### src/rtl/capture_csr_bank.sv
// -----------------------------------------------------------------------------
// capture_csr_bank
//   Avalon-MM slave register bank between the H2F bridge and the packet-capture
//   datapath. It holds the control/status registers, a W1C interrupt block with
//   per-bit enables, a saturating packet counter with begin/end pointer
//   snapshots, and a first-word-fall-through descriptor FIFO that carries
//   SDRAM write addresses from the driver to the capture engine.
//
// Ports
//   clk, reset                 clock, asynchronous active-high reset
//   address/read/write         Avalon-MM word address and strobes
//   writedata                  Avalon-MM write data
//   readdata/readdatavalid     registered read response (1-cycle latency)
//   state/busy/done            capture engine status inputs
//   pkt_begin_in/pkt_end_in    current packet pointers, latched on done edge
//   out_enable                 CONTROL[0]
//   desc_valid/desc_addr       FIFO head, popped on desc_valid && desc_ready
//   desc_ready                 engine accepts the head descriptor
//   irq                        registered |(IRQ_STATUS & IRQ_ENABLE)
// -----------------------------------------------------------------------------
module capture_csr_bank #(
  parameter int DATA_W = 32,
  parameter int DEPTH  = 4,
  parameter int CNT_W  = 16
) (
  input  logic              clk,
  input  logic              reset,
  input  logic [2:0]        address,
  input  logic              read,
  input  logic              write,
  input  logic [DATA_W-1:0] writedata,
  output logic [DATA_W-1:0] readdata,
  output logic              readdatavalid,
  input  logic [1:0]        state,
  input  logic              busy,
  input  logic              done,
  input  logic [DATA_W-1:0] pkt_begin_in,
  input  logic [DATA_W-1:0] pkt_end_in,
  output logic              out_enable,
  output logic              desc_valid,
  output logic [DATA_W-1:0] desc_addr,
  input  logic              desc_ready,
  output logic              irq
);

  localparam int AW = $clog2(DEPTH);
  localparam int PW = AW + 1;   // extra bit distinguishes full from empty

  typedef enum logic [2:0] {
    A_CONTROL    = 3'd0,
    A_STATUS     = 3'd1,
    A_IRQ_STATUS = 3'd2,
    A_IRQ_ENABLE = 3'd3,
    A_DESC_PUSH  = 3'd4,
    A_PKT_COUNT  = 3'd5,
    A_LAST_BEGIN = 3'd6,
    A_LAST_END   = 3'd7
  } reg_addr_e;

  logic              enable_q;
  logic [2:0]        irq_status_q;
  logic [2:0]        irq_enable_q;
  logic              done_q;
  logic [CNT_W-1:0]  pkt_count_q;
  logic [DATA_W-1:0] last_begin_q;
  logic [DATA_W-1:0] last_end_q;
  logic [DATA_W-1:0] fifo_mem [DEPTH];
  logic [PW-1:0]     wr_ptr_q;
  logic [PW-1:0]     rd_ptr_q;

  logic [PW-1:0]     level;
  logic              fifo_full;
  logic              fifo_empty;
  logic              soft_clear;
  logic              push_req;
  logic              push;
  logic              pop;
  logic              done_evt;
  logic [2:0]        irq_set;
  logic [2:0]        irq_clr;
  logic [2:0]        irq_status_d;
  logic [DATA_W-1:0] rd_mux;

  // ---------------------------------------------------------------------------
  // FIFO bookkeeping and event detection
  // ---------------------------------------------------------------------------
  assign level      = wr_ptr_q - rd_ptr_q;
  assign fifo_full  = (level == PW'(DEPTH));
  assign fifo_empty = (level == '0);

  // soft_clear acts in the cycle CONTROL[1] is written and never stores a bit,
  // so it always reads back as 0.
  assign soft_clear = write && (address == A_CONTROL) && writedata[1];
  assign push_req   = write && (address == A_DESC_PUSH);

  assign desc_valid = !fifo_empty;
  assign desc_addr  = fifo_mem[rd_ptr_q[AW-1:0]];

  assign pop  = desc_valid && desc_ready && !soft_clear;
  // A push into a full FIFO is still accepted when a pop frees a slot.
  assign push = push_req && (!fifo_full || pop) && !soft_clear;

  assign done_evt = done && !done_q;

  assign irq_set[0] = done_evt;
  assign irq_set[1] = push_req && fifo_full && !pop;
  assign irq_set[2] = pop && !push && (level == PW'(1));

  assign irq_clr = (write && (address == A_IRQ_STATUS)) ? writedata[2:0] : 3'b000;
  // Hardware set is ORed in after the clear so a same-cycle set wins.
  assign irq_status_d = (irq_status_q & ~irq_clr) | irq_set;

  // ---------------------------------------------------------------------------
  // Read mux (current register values, so a same-cycle write is not visible)
  // ---------------------------------------------------------------------------
  // NOTE: every always_comb output gets a default first so no path leaves it
  // unassigned; otherwise synthesis infers a latch.
  always_comb begin
    rd_mux = '0;
    unique case (address)
      A_CONTROL:    rd_mux[0] = enable_q;
      A_STATUS: begin
        rd_mux[1:0]    = state;
        rd_mux[2]      = done;
        rd_mux[3]      = busy;
        rd_mux[4]      = fifo_full;
        rd_mux[5]      = fifo_empty;
        rd_mux[8 +: PW] = level;
      end
      A_IRQ_STATUS: rd_mux[2:0]       = irq_status_q;
      A_IRQ_ENABLE: rd_mux[2:0]       = irq_enable_q;
      A_DESC_PUSH:  rd_mux[PW-1:0]    = level;
      A_PKT_COUNT:  rd_mux[CNT_W-1:0] = pkt_count_q;
      A_LAST_BEGIN: rd_mux            = last_begin_q;
      A_LAST_END:   rd_mux            = last_end_q;
      default:      rd_mux            = '0;
    endcase
  end

  // ---------------------------------------------------------------------------
  // Registers
  // ---------------------------------------------------------------------------
  // NOTE: sequential state uses non-blocking assignments so every flop samples
  // the pre-edge values regardless of statement order.
  always_ff @(posedge clk or posedge reset) begin
    if (reset) begin
      enable_q      <= 1'b0;
      irq_status_q  <= '0;
      irq_enable_q  <= '0;
      done_q        <= 1'b0;
      pkt_count_q   <= '0;
      last_begin_q  <= '0;
      last_end_q    <= '0;
      wr_ptr_q      <= '0;
      rd_ptr_q      <= '0;
      readdata      <= '0;
      readdatavalid <= 1'b0;
      irq           <= 1'b0;
    end else begin
      done_q        <= done;
      irq_status_q  <= irq_status_d;
      irq           <= |(irq_status_q & irq_enable_q);
      readdatavalid <= read;

      if (read) readdata <= rd_mux;

      if (write && (address == A_CONTROL))    enable_q     <= writedata[0];
      if (write && (address == A_IRQ_ENABLE)) irq_enable_q <= writedata[2:0];

      if (soft_clear) begin
        wr_ptr_q     <= '0;
        rd_ptr_q     <= '0;
        pkt_count_q  <= '0;
        last_begin_q <= '0;
        last_end_q   <= '0;
      end else begin
        if (push) wr_ptr_q <= wr_ptr_q + PW'(1);
        if (pop)  rd_ptr_q <= rd_ptr_q + PW'(1);
        if (done_evt) begin
          if (pkt_count_q != '1) pkt_count_q <= pkt_count_q + CNT_W'(1);
          last_begin_q <= pkt_begin_in;
          last_end_q   <= pkt_end_in;
        end
      end
    end
  end

  // NOTE: the FIFO storage is deliberately not reset; the pointers define which
  // entries are valid, and leaving the array out of reset lets it map to RAM.
  always_ff @(posedge clk) begin
    if (push) fifo_mem[wr_ptr_q[AW-1:0]] <= writedata;
  end

  assign out_enable = enable_q;

endmodule

### config.mk
export PLATFORM = sky130hd
export DESIGN_NAME = capture_csr_bank
export DESIGN_NICKNAME = d
export VERILOG_FILES = /design/src/rtl/capture_csr_bank.sv
export SDC_FILE = /design/constraint.sdc
export NUM_CORES = 1
export LEC_CHECK = 0
export ABC_AREA = 1
export BUFFER_PORTS_ARGS = -buffer_cell sky130_fd_sc_hd__buf_2
export CAP_MARGIN = 0
export CORE_ASPECT_RATIO = 0.6
export CORE_MARGIN = 10
export CORE_UTILIZATION = 57
export DETAILED_ROUTE_END_ITERATION = 16
export PLACE_DENSITY = 0.86
export SETUP_SLACK_MARGIN = 0.1
export SYNTH_ARGS = -nofsm -noshare
export SYNTH_HDL_FRONTEND = slang
export SYNTH_SLANG_ARGS = --single-unit
### constraint.sdc
create_clock -name clk -period 4.1 [get_ports clk]
set_input_delay 0.205 -clock clk [delete_from_list [all_inputs] [get_ports clk]]
set_output_delay 0.205 -clock clk [all_outputs]
set_load 0.02 [all_outputs]
Yosys cells after proc, flatten, opt, wreduce, memory -nomap -nowiden
Memories as Yosys holds them, arrays and structs flattened.
Cells that the tools add are included.
- register bits after elaboration: 128
- RAM bits: 128
- input bits: 108
- output and inout port bits: 68
- word-level logic and storage cells: 81
- memories: 1
- add/sub/neg operators: 4
- eq/ne operators: 10
- multiplexer cells: 21
- bitwise gates (word level): 4
- reduce and logical (&&, ||, !) cells: 29
- memory list (name ; depth ; width ; rd ports ; clocked after memory_dff ; wr ports ; line ; text):
    fifo_mem ; 4 ; 32 ; 1 ; 0 ; 1 ; 67 ; logic [DATA_W-1:0] fifo_mem [DEPTH];
- operators with widths (cell ; number):
    32-bit 2-to-1 mux ; 4
    16-bit 2-to-1 mux ; 3
    16-bit case mux with 2 select lines ; 1
    3-bit case mux with 4 select lines ; 2
    16-bit by 1-bit adder with 16-bit output, second input constant ; 1
    16-bit != test, second input constant ; 1
    3-bit equality test, second input constant ; 5
    3-bit 2-to-1 mux ; 5
    5-bit case mux with 3 select lines ; 1
    1-bit logical AND ; 14
    2-bit case mux with 7 select lines ; 1
    1-bit case mux with 8 select lines ; 1
    2-bit nonzero test ; 4
    3-bit by 1-bit adder with 3-bit output, second input constant ; 2
    3-bit AND ; 2
    3-bit by 1-bit equality test with 1-bit output, second input constant ; 2
    3-bit by 2-bit equality test with 1-bit output, second input constant ; 2
    1-bit logical NOT ; 6
    3-bit logical NOT ; 2
    2-bit case mux with 3 select lines ; 1
    3-bit NOT ; 1
    3-bit bitwise OR ; 1
    3-bit OR reduction ; 1
    3-bit subtractor ; 1
    3 further kinds ; 4

Depth between registers and ports, before layout
Gate-level depths: netlist of the first run.
- word-level depth: 12
- mapped depth: 12
- depth with buffers taken out: 12

Worst setup path before layout of the first run
No wires, ideal clock.
- kind: register to register
- start: register wr_ptr_q[0]
- end: memory fifo_mem[0][0], enable pin
- arrival time: 3309 ps
- required time: 3679 ps
- setup slack: 370 ps
- stages on the path, launching flop included: 11
- period minus slack after synthesis: 3730 ps
- cell sequence: dfrtp_1 > inv_1 > ha_1 > fa_1 > nand2_1 > inv_1 > nand3_1 > nand3_1 > nand2_1 > nand2_2 > nor2_1
- word-level cells in the longest chain between the ends: 10
- RTL lines (item ; line ; text):
    start, declared ; 68 ; logic [PW-1:0] wr_ptr_q;
    start signal, assigned ; 177 ; if (push) wr_ptr_q <= wr_ptr_q + PW'(1);
    3-bit subtractor ; 87 ; assign level = wr_ptr_q - rd_ptr_q;
    3-bit logical NOT ; 89 ; assign fifo_empty = (level == '0);
    1-bit logical NOT ; 96 ; assign desc_valid = !fifo_empty;
    named net desc_valid ; 40 ; output logic desc_valid,
    1-bit logical AND (2 in series) ; 99 ; assign pop = desc_valid && desc_ready && !soft_clear;
    1-bit logical OR ; 101 ; assign push = push_req && (!fifo_full || pop) && !soft_clear;
    1-bit logical AND (2 in series) ; 101 ;
    1-bit 2-to-1 mux ; 191 ; if (push) fifo_mem[wr_ptr_q[AW-1:0]] <= writedata;
    1-bit 2-to-1 mux (not written as such) ; 191 ;
    end, declared ; 67 ;
The timed path passes the listed nets, and every way through them passes these cells.

Worst setup path in the final report of the first run
- start: register wr_ptr_q[0]
- end: memory fifo_mem[3][17], enable pin
- word-level cells in the longest chain between the ends: 10
- RTL lines (item ; line):
    3-bit subtractor ; 87
    3-bit logical NOT ; 89
    1-bit logical NOT ; 96
    1-bit logical AND (2 in series) ; 99
    1-bit logical OR ; 101
    1-bit logical AND (2 in series) ; 101
    1-bit 2-to-1 mux ; 191
    1-bit 2-to-1 mux (not written as such) ; 191
Several ways; a longest one is shown, not always the timed one.

==> results of run 1 <==
-- stage by stage --
stage	utilization, %	instance area (um^2)	cells	setup WS (ns)	hold slack (ns)
global route	72.81	13930	1666	0.7786	0.01501
floorplan	-	11190	1119	0.3703	0.2364
finish	72.82	13930	1667	0.9701	0.01174
detailed placement	63.70	12180	1516	1.101	0.3536
global placement	63.70	12180	1516	1.229	0.3504
CTS	72.72	13910	1659	1.001	0.0005025
-- layout make-up --
type                            instances  area share, %
Sequential cell                       256          50.60
Multi-Input combinational cell        628          22.65
Timing Repair Buffer                  288          14.16
Clock buffer                           33          4.806
Inverter                              177          4.788
Tap cell                              266          2.389
Clock inverter                         11         0.4671
Antenna cell                            8         0.1437
-- registers in the layout, indices dropped and copies added, names as in the netlist --
| register | flops |
|---|---|
| pkt_count_q | 16 |
| readdatavalid | 1 |
| wr_ptr_q | 3 |
| readdata | 32 |
| irq_enable_q | 3 |
| last_begin_q | 32 |
| irq_status_q | 3 |
| last_end_q | 32 |
| out_enable | 1 |
| irq | 1 |
| fifo_mem | 128 |
| done_q | 1 |
| rd_ptr_q | 3 |
-- worst max-delay path: stages (launching register included) --
cell and delay (ns):
dfrtp_1 0.40, inv_1 0.11, ha_1 0.24, fa_1 0.53, nand2_1 0.13, inv_1 0.05
nand3_1 0.16, nand3_1 0.17, nand2_1 0.20, nand2_2 0.20, nor2_4 0.12, buf_4 0.41
-- what timing repair did --
action / 4_1_cts / 5_1_grt
gates resized for setup: 0 / 0
hold buffers: 99 / 0
endpoints found under the hold margin: 263 / 0
-- per-layer routing --
metal / track usage (%) / vias to the layer above / wire length, um
li1: - / 4282 / -
met1: 30.70 / 4369 / 12760
met2: 36.91 / 519 / 14580
met3: 4.612 / 95 / 2607
met4: 9.929 / 0 / 1253
met5: 0 / - / 0
-- report_power, final --
| group | total (W) | switching, W | internal (W) |
|---|---|---|---|
| registers | 0.00310 | 0.000153 | 0.00294 |
| clock network | 0.00212 | 0.000967 | 0.00115 |
| logic | 0.00226 | 0.00154 | 0.000722 |
| total | 0.00747 | 0.00266 | 0.00482 |
-- synth_stat cells, drive strengths merged --
master and n:
o21ai 122, clkbuf 28, xor2 7, a21oi 10, or2 1, clkinv 2, fa 1, buf 30
ha 7, o211a 1, nand2 142, a31oi 64, nand3 33, o21a 1, nor3 12, o2111ai 2
o31ai 1, o21bai 1, a22oi 16, a21o 1, edfxtp 128, nor2 153, xnor2 1, nand4 8
dfrtp 128, o22ai 43, o221ai 1, inv 175
-- path summary, 6_finish.rpt --
| check | from | end | slack [ns] | cells after the start |
|---|---|---|---|---|
| max reg2reg | wr_ptr_q[0] | fifo_mem[3][17] | 0.97 | 11 |
| min in group asynchronous | reset | readdatavalid | 0.43 | 3 |
| min | desc_ready | rd_ptr_q[2] | 0.01 | 3 |
| min reg2reg | readdata[2] | readdata[2] | 0.47 | 2 |
| max in group asynchronous | reset | last_end_q[10] | 2.72 | 4 |
| max | wr_ptr_q[0] | fifo_mem[3][17] | 0.97 | 11 |
-- cell families after synthesis --
| kind of cell | count (synthesis) |
|---|---|
| AO/OA/AOI/OAI | 263 |
| XOR/XNOR | 8 |
| adder cells (fa/ha/maj) | 8 |
| buffers and inverters | 235 |
| flip-flops | 256 |
| AND/OR/NAND/NOR | 349 |
==> flow_summary_export.csv, run 1 <==
group,metric,value,unit
clocking,cts_buffer_depth,3,
routing,first_pass_iters,6,
floorplanning,initial_core_util,58.50,%
power_and_ir_drop,p_per_area,536.6,nW/um^2
grt,gr-total-overflow,0,
grt,track_usage,23.15,%
synthesis,synth.distinct_cells,40,
synthesis,synth.yosys.warnings,0,
power_and_ir_drop,peakVddDrop,0.0003661,V
synthesis,ys_ff_latch,256,
routing,via_count,9265,
synthesis,synthCells,1119,
routing,antenna_left,0,
placed_design,place_congestion,0.9052,
run_status,status,"complete, no violations",
synthesis,synthXorXnorAreaFrac,0.6262,%
clocking,cts_max_level,1,
clocking,clk_pin_slew,0.07,ns
critical_path,required,4.25,ns
floorplanning,ioPinCount,176,
routing,drc_errors,0,
grt,grt_pass1_vias,9017,
floorplanning,num_rows,39,
grt,grt_pass1_wl,48620,um
timing,period_minus_slack,3.130,ns
clocking,root_buffer,"clkbuf_16",
placed_design,portBuffers,175,
cells_and_area,nets,1491,
synthesis,synth_fp_nets,1235,
synthesis,synth_top_family_by_area,"compound AO/OA/AOI/OAI gates",
power_and_ir_drop,p_leak,6.279,nW
grt,antenna_found_initial,7,
hold_path,hold_class,"in2reg",
clocking,postCtsSetupRepairBufs,0,
power_and_ir_drop,p_total,0.007475,W
synthesis,synthMuxAreaShare,0,%
cells_and_area,area_delta_synth_final,24.49,%
floorplanning,die_w,200.9,um
timing,finalCritPeriodShare,76.34,%
cells_and_area,final_common_cell,"buf_2",
timing,report.final.slew_viol_count,0,
grt,grt_max_degree,75,
cells_and_area,multi_input_area,3156,um^2
synthesis,yosys.area.top_type,"edfxtp_1",
clocking,clock-sinks,256,
timing,skew,0.01424,ns
critical_path,worstPathArrival,3.28,ns
cells_and_area,mostFrequentLayoutCells,"buf_2, inv_1, nor2_1",
synthesis,synthSimpleGateAreaFrac,12.79,%
flow_run,cap_violations,0,
clocking,cts_buffers,24,
timing,setup_tns,0,ns
synthesis,synth-compound-area-share,13.55,%
critical_path,startpoint_type,"flop",
timing,worst_pin_slew,0.9650,ns
routing,post_drt_via_cell_ratio,5.558,
synthesis,synthAdderAreaFrac,0.9616,%
critical_path,path_class,"reg2reg",
floorplanning,die_y,128.5,um
timing,hold_viol,0,
floorplanning,dieArea,25820,um^2
synthesis,synth_area,11190,um^2
timing,setup_viol,0,
synthesis,avgSynthCellArea,10.00,um^2
timing,timing.fmax,0.3195,GHz
cells_and_area,drive_gt1_share,17.30,%
routing,drt_iter0_drc,1257,
synthesis,synth_top_area_share,34.35,%
synthesis,synth_seq_area_share,62.98,%
floorplanning,coreArea,19130,um^2
routing,wirelength,31200,um
cells_and_area,fill_cells,1303,
placed_design,dp.final_hpwl,18960,um
cells_and_area,register_area,7048,um^2
timing,max_slew_margin,35.60,%
critical_path,end_kind,"flop",
clocking,insertion_delay,0.52,ns
synthesis,synth_area_leaders,"edfxtp_1, dfrtp_1, inv_1",
routing,wl_per_cell,18.72,um
clocking,cts_tree,"yes",
timing,rsz0062_at_grt,"false",
critical_path,critPathMaxFanout,32,
(Power assumes the default switching activity.)
==> inputs of run 2 (changes only) <==
--- a/config.mk
+++ b/config.mk
@@ -10,9 +10,9 @@
 export CAP_MARGIN = 0
 export CORE_ASPECT_RATIO = 0.6
 export CORE_MARGIN = 10
-export CORE_UTILIZATION = 57
+export CORE_UTILIZATION = 51
 export DETAILED_ROUTE_END_ITERATION = 16
-export PLACE_DENSITY = 0.86
+export PLACE_DENSITY = 0.82
 export SETUP_SLACK_MARGIN = 0.1
 export SYNTH_ARGS = -nofsm -noshare
 export SYNTH_HDL_FRONTEND = slang
==> constraint.sdc (replaced) <==
create_clock -name clk -period 2.55 [get_ports clk]
set_input_delay 0.1275 -clock clk [delete_from_list [all_inputs] [get_ports clk]]
set_output_delay 0.1275 -clock clk [all_outputs]
set_load 0.02 [all_outputs]
==> run 2 against run 1 <==
Net effect:
- critical path depth is 4 lower
- hold slack improved by 0.010 ns
- sequential power grew 61%
- clock skew about the same
- critical path type is now reg2out
- register-to-register slack got worse by 0.72 ns
- largest cell class unchanged
- global-route usage down 0.51 points
- sequential share of layout area decreased by 1.9 points
- cell count grew 3.0%
- clock-buffer cell count is 7 lower
- worst setup slack got worse by 0.76 ns
- non-clock buffer count up 34
==> flow_summary_export.csv, run 2 (synthesized netlist as in run 1, its figures left out) <==
group,metric,value,unit
timing,timing.fmax,0.4273,GHz
cells_and_area,nets,1528,
critical_path,path_class,"reg2out",
routing,first_pass_iters,6,
routing,wl_per_cell,19.51,um
grt,gr-total-overflow,0,
floorplanning,ioPinCount,176,
cells_and_area,mostFrequentLayoutCells,"buf_2, inv_1, nor2_1",
clocking,cts_tree,"yes",
power_and_ir_drop,seqPwrFrac,39.9,%
placed_design,dp.cells,1544,
power_and_ir_drop,switching_share,36.15,%
power_and_ir_drop,peakVddDrop,0.0004814,V
placed_design,dp.final_hpwl,19150,um
power_and_ir_drop,p_clk_share,26.1,%
cells_and_area,register_area,7048,um^2
cells_and_area,largest_reg_flops,128,
grt,grt_pass1_wl,51640,um
clocking,clock-sinks,256,
placed_design,portBuffers,175,
hold_path,hold_class,"in2reg",
cells_and_area,multi_input_area,3264,um^2
cells_and_area,fill_cells,1449,
timing,setup_tns,0,ns
floorplanning,num_rows,41,
clocking,cts_buffer_depth,3,
grt,antenna_found_initial,9,
cells_and_area,final_common_cell,"buf_2",
routing,drt_iter0_drc,1129,
power_and_ir_drop,p_switching,0.004515,W
critical_path,startpoint_type,"flop",
routing,post_drt_via_cell_ratio,5.613,
floorplanning,die_w,211.2,um
run_status,status,"complete, no violations",
floorplanning,coreArea,21290,um^2
placed_design,place_congestion,0.9111,
power_and_ir_drop,p_per_area,862.3,nW/um^2
grt,track_usage,22.64,%
clocking,root_buffer,"clkbuf_16",
cells_and_area,final_cells,1717,
grt,grt_pass1_vias,9413,
timing,holdWs,0.02180,ns
flow_run,cap_violations,0,
routing,drc_errors,0,
power_and_ir_drop,p_comb_share,34.0,%
clocking,cts_buffers,23,
timing,finalCritPeriodShare,91.77,%
timing,skew,0.01453,ns
cells_and_area,drive_gt1_share,19.69,%
floorplanning,dieArea,28460,um^2
timing,hold_viol,0,
timing,report.final.slew_viol_count,0,
timing,period_minus_slack,2.340,ns
placed_design,post_dp_cell_area,12390,um^2
timing,worst_pin_slew,0.7502,ns
cells_and_area,finalInstanceArea,14480,um^2
floorplanning,initial_core_util,52.56,%
critical_path,worstPathArrival,2.21,ns
clocking,insertion_delay,0.52,ns
timing,rsz0062_at_grt,"false",
routing,wirelength,33500,um
timing,setup_viol,0,
power_and_ir_drop,internal-power,0.007975,W
critical_path,required,2.42,ns
power_and_ir_drop,p_leak,6.484,nW
critical_path,end_kind,"primary output",
routing,antenna_left,0,
floorplanning,die_y,134.7,um
routing,via_count,9637,
clocking,clk_pin_slew,0.07,ns
cells_and_area,area_delta_synth_final,29.44,%
timing,max_slew_margin,49.93,%
clocking,cts_max_level,1,
grt,grt_max_degree,129,
critical_path,critPathMaxFanout,4,
==> run 2: repair_timing <==
| item | CTS | global route |
|---|---|---|
| pin swaps | 7 | 1 |
| gates cloned | 4 | 1 |
| resized for setup | 7 | 6 |
| hold buffers | 101 | 0 |
| endpoints found under the setup margin | 160 | 154 |
| hold endpoints to repair | 236 | 0 |
| setup buffers | 14 | 2 |
==> run 2: power by group through the flow <==
stage / Sequential (W) / Combinational, W / Clock, W
2_1_floorplan: 0.00509 / 0.00234 / 0
3_3_place_gp: 0.00502 / 0.00366 / 0
3_5_place_dp: 0.00504 / 0.00374 / 0
4_1_cts: 0.00496 / 0.00399 / 0.00326
5_1_grt: 0.00501 / 0.00463 / 0.00346
6_report: 0.00498 / 0.00425 / 0.00326
==> run 2: routing by layer <==
layer  up-vias  share of wire, %  GRT usage [%]
met2       584                46          35.52
met4         0               4.1          9.051
met3       124               9.1          4.413
met1      4567                41          30.45
li1       4362                 -              -
met5         -                 0              0
==> run 2: stage by stage <==
stage	total power (W)	util [%]	setup slack (ns)
after floorplan	0.007426	-	-0.3792
after global placement	0.008681	58.20	-0.2448
after detailed placement	0.008779	58.20	-0.2872
after CTS	0.01220	67.60	0.1352
after global routing	0.01310	68.01	0.1049
final	0.01249	68.03	0.2100
==> run 2: critical path: stages (launching register included) <==
cell and delay (ns):
dfrtp_2 0.45, ha_4 0.17, fa_1 0.52, nand2_2 0.09
inv_2 0.07, nand3_4 0.08, buf_4 0.17, buf_2 0.17
==> run 2: final cells by class <==
type | instances | area share, %
sequential | 256 | 48.66
multi-input combinational | 632 | 22.54
timing repair buffer | 322 | 16.90
inverter | 177 | 4.613
clock buffer | 26 | 4.051
tap | 279 | 2.410
clock inverter | 14 | 0.6393
antenna | 11 | 0.1900
==> run 2: final timing paths <==
kind                                    from               to  slack (ns)  cells after the start
worst max-delay path             rd_ptr_q[0]       desc_valid        0.21                      7
min in group asynchronous              reset     readdata[17]        0.30                      3
worst min-delay path                    busy      readdata[3]        0.02                      5
worst min register to register  readdata[28]     readdata[28]        0.48                      2
worst max register to register   rd_ptr_q[0]  fifo_mem[1][29]        0.25                     10
max in group asynchronous              reset  last_begin_q[5]        1.47                      4
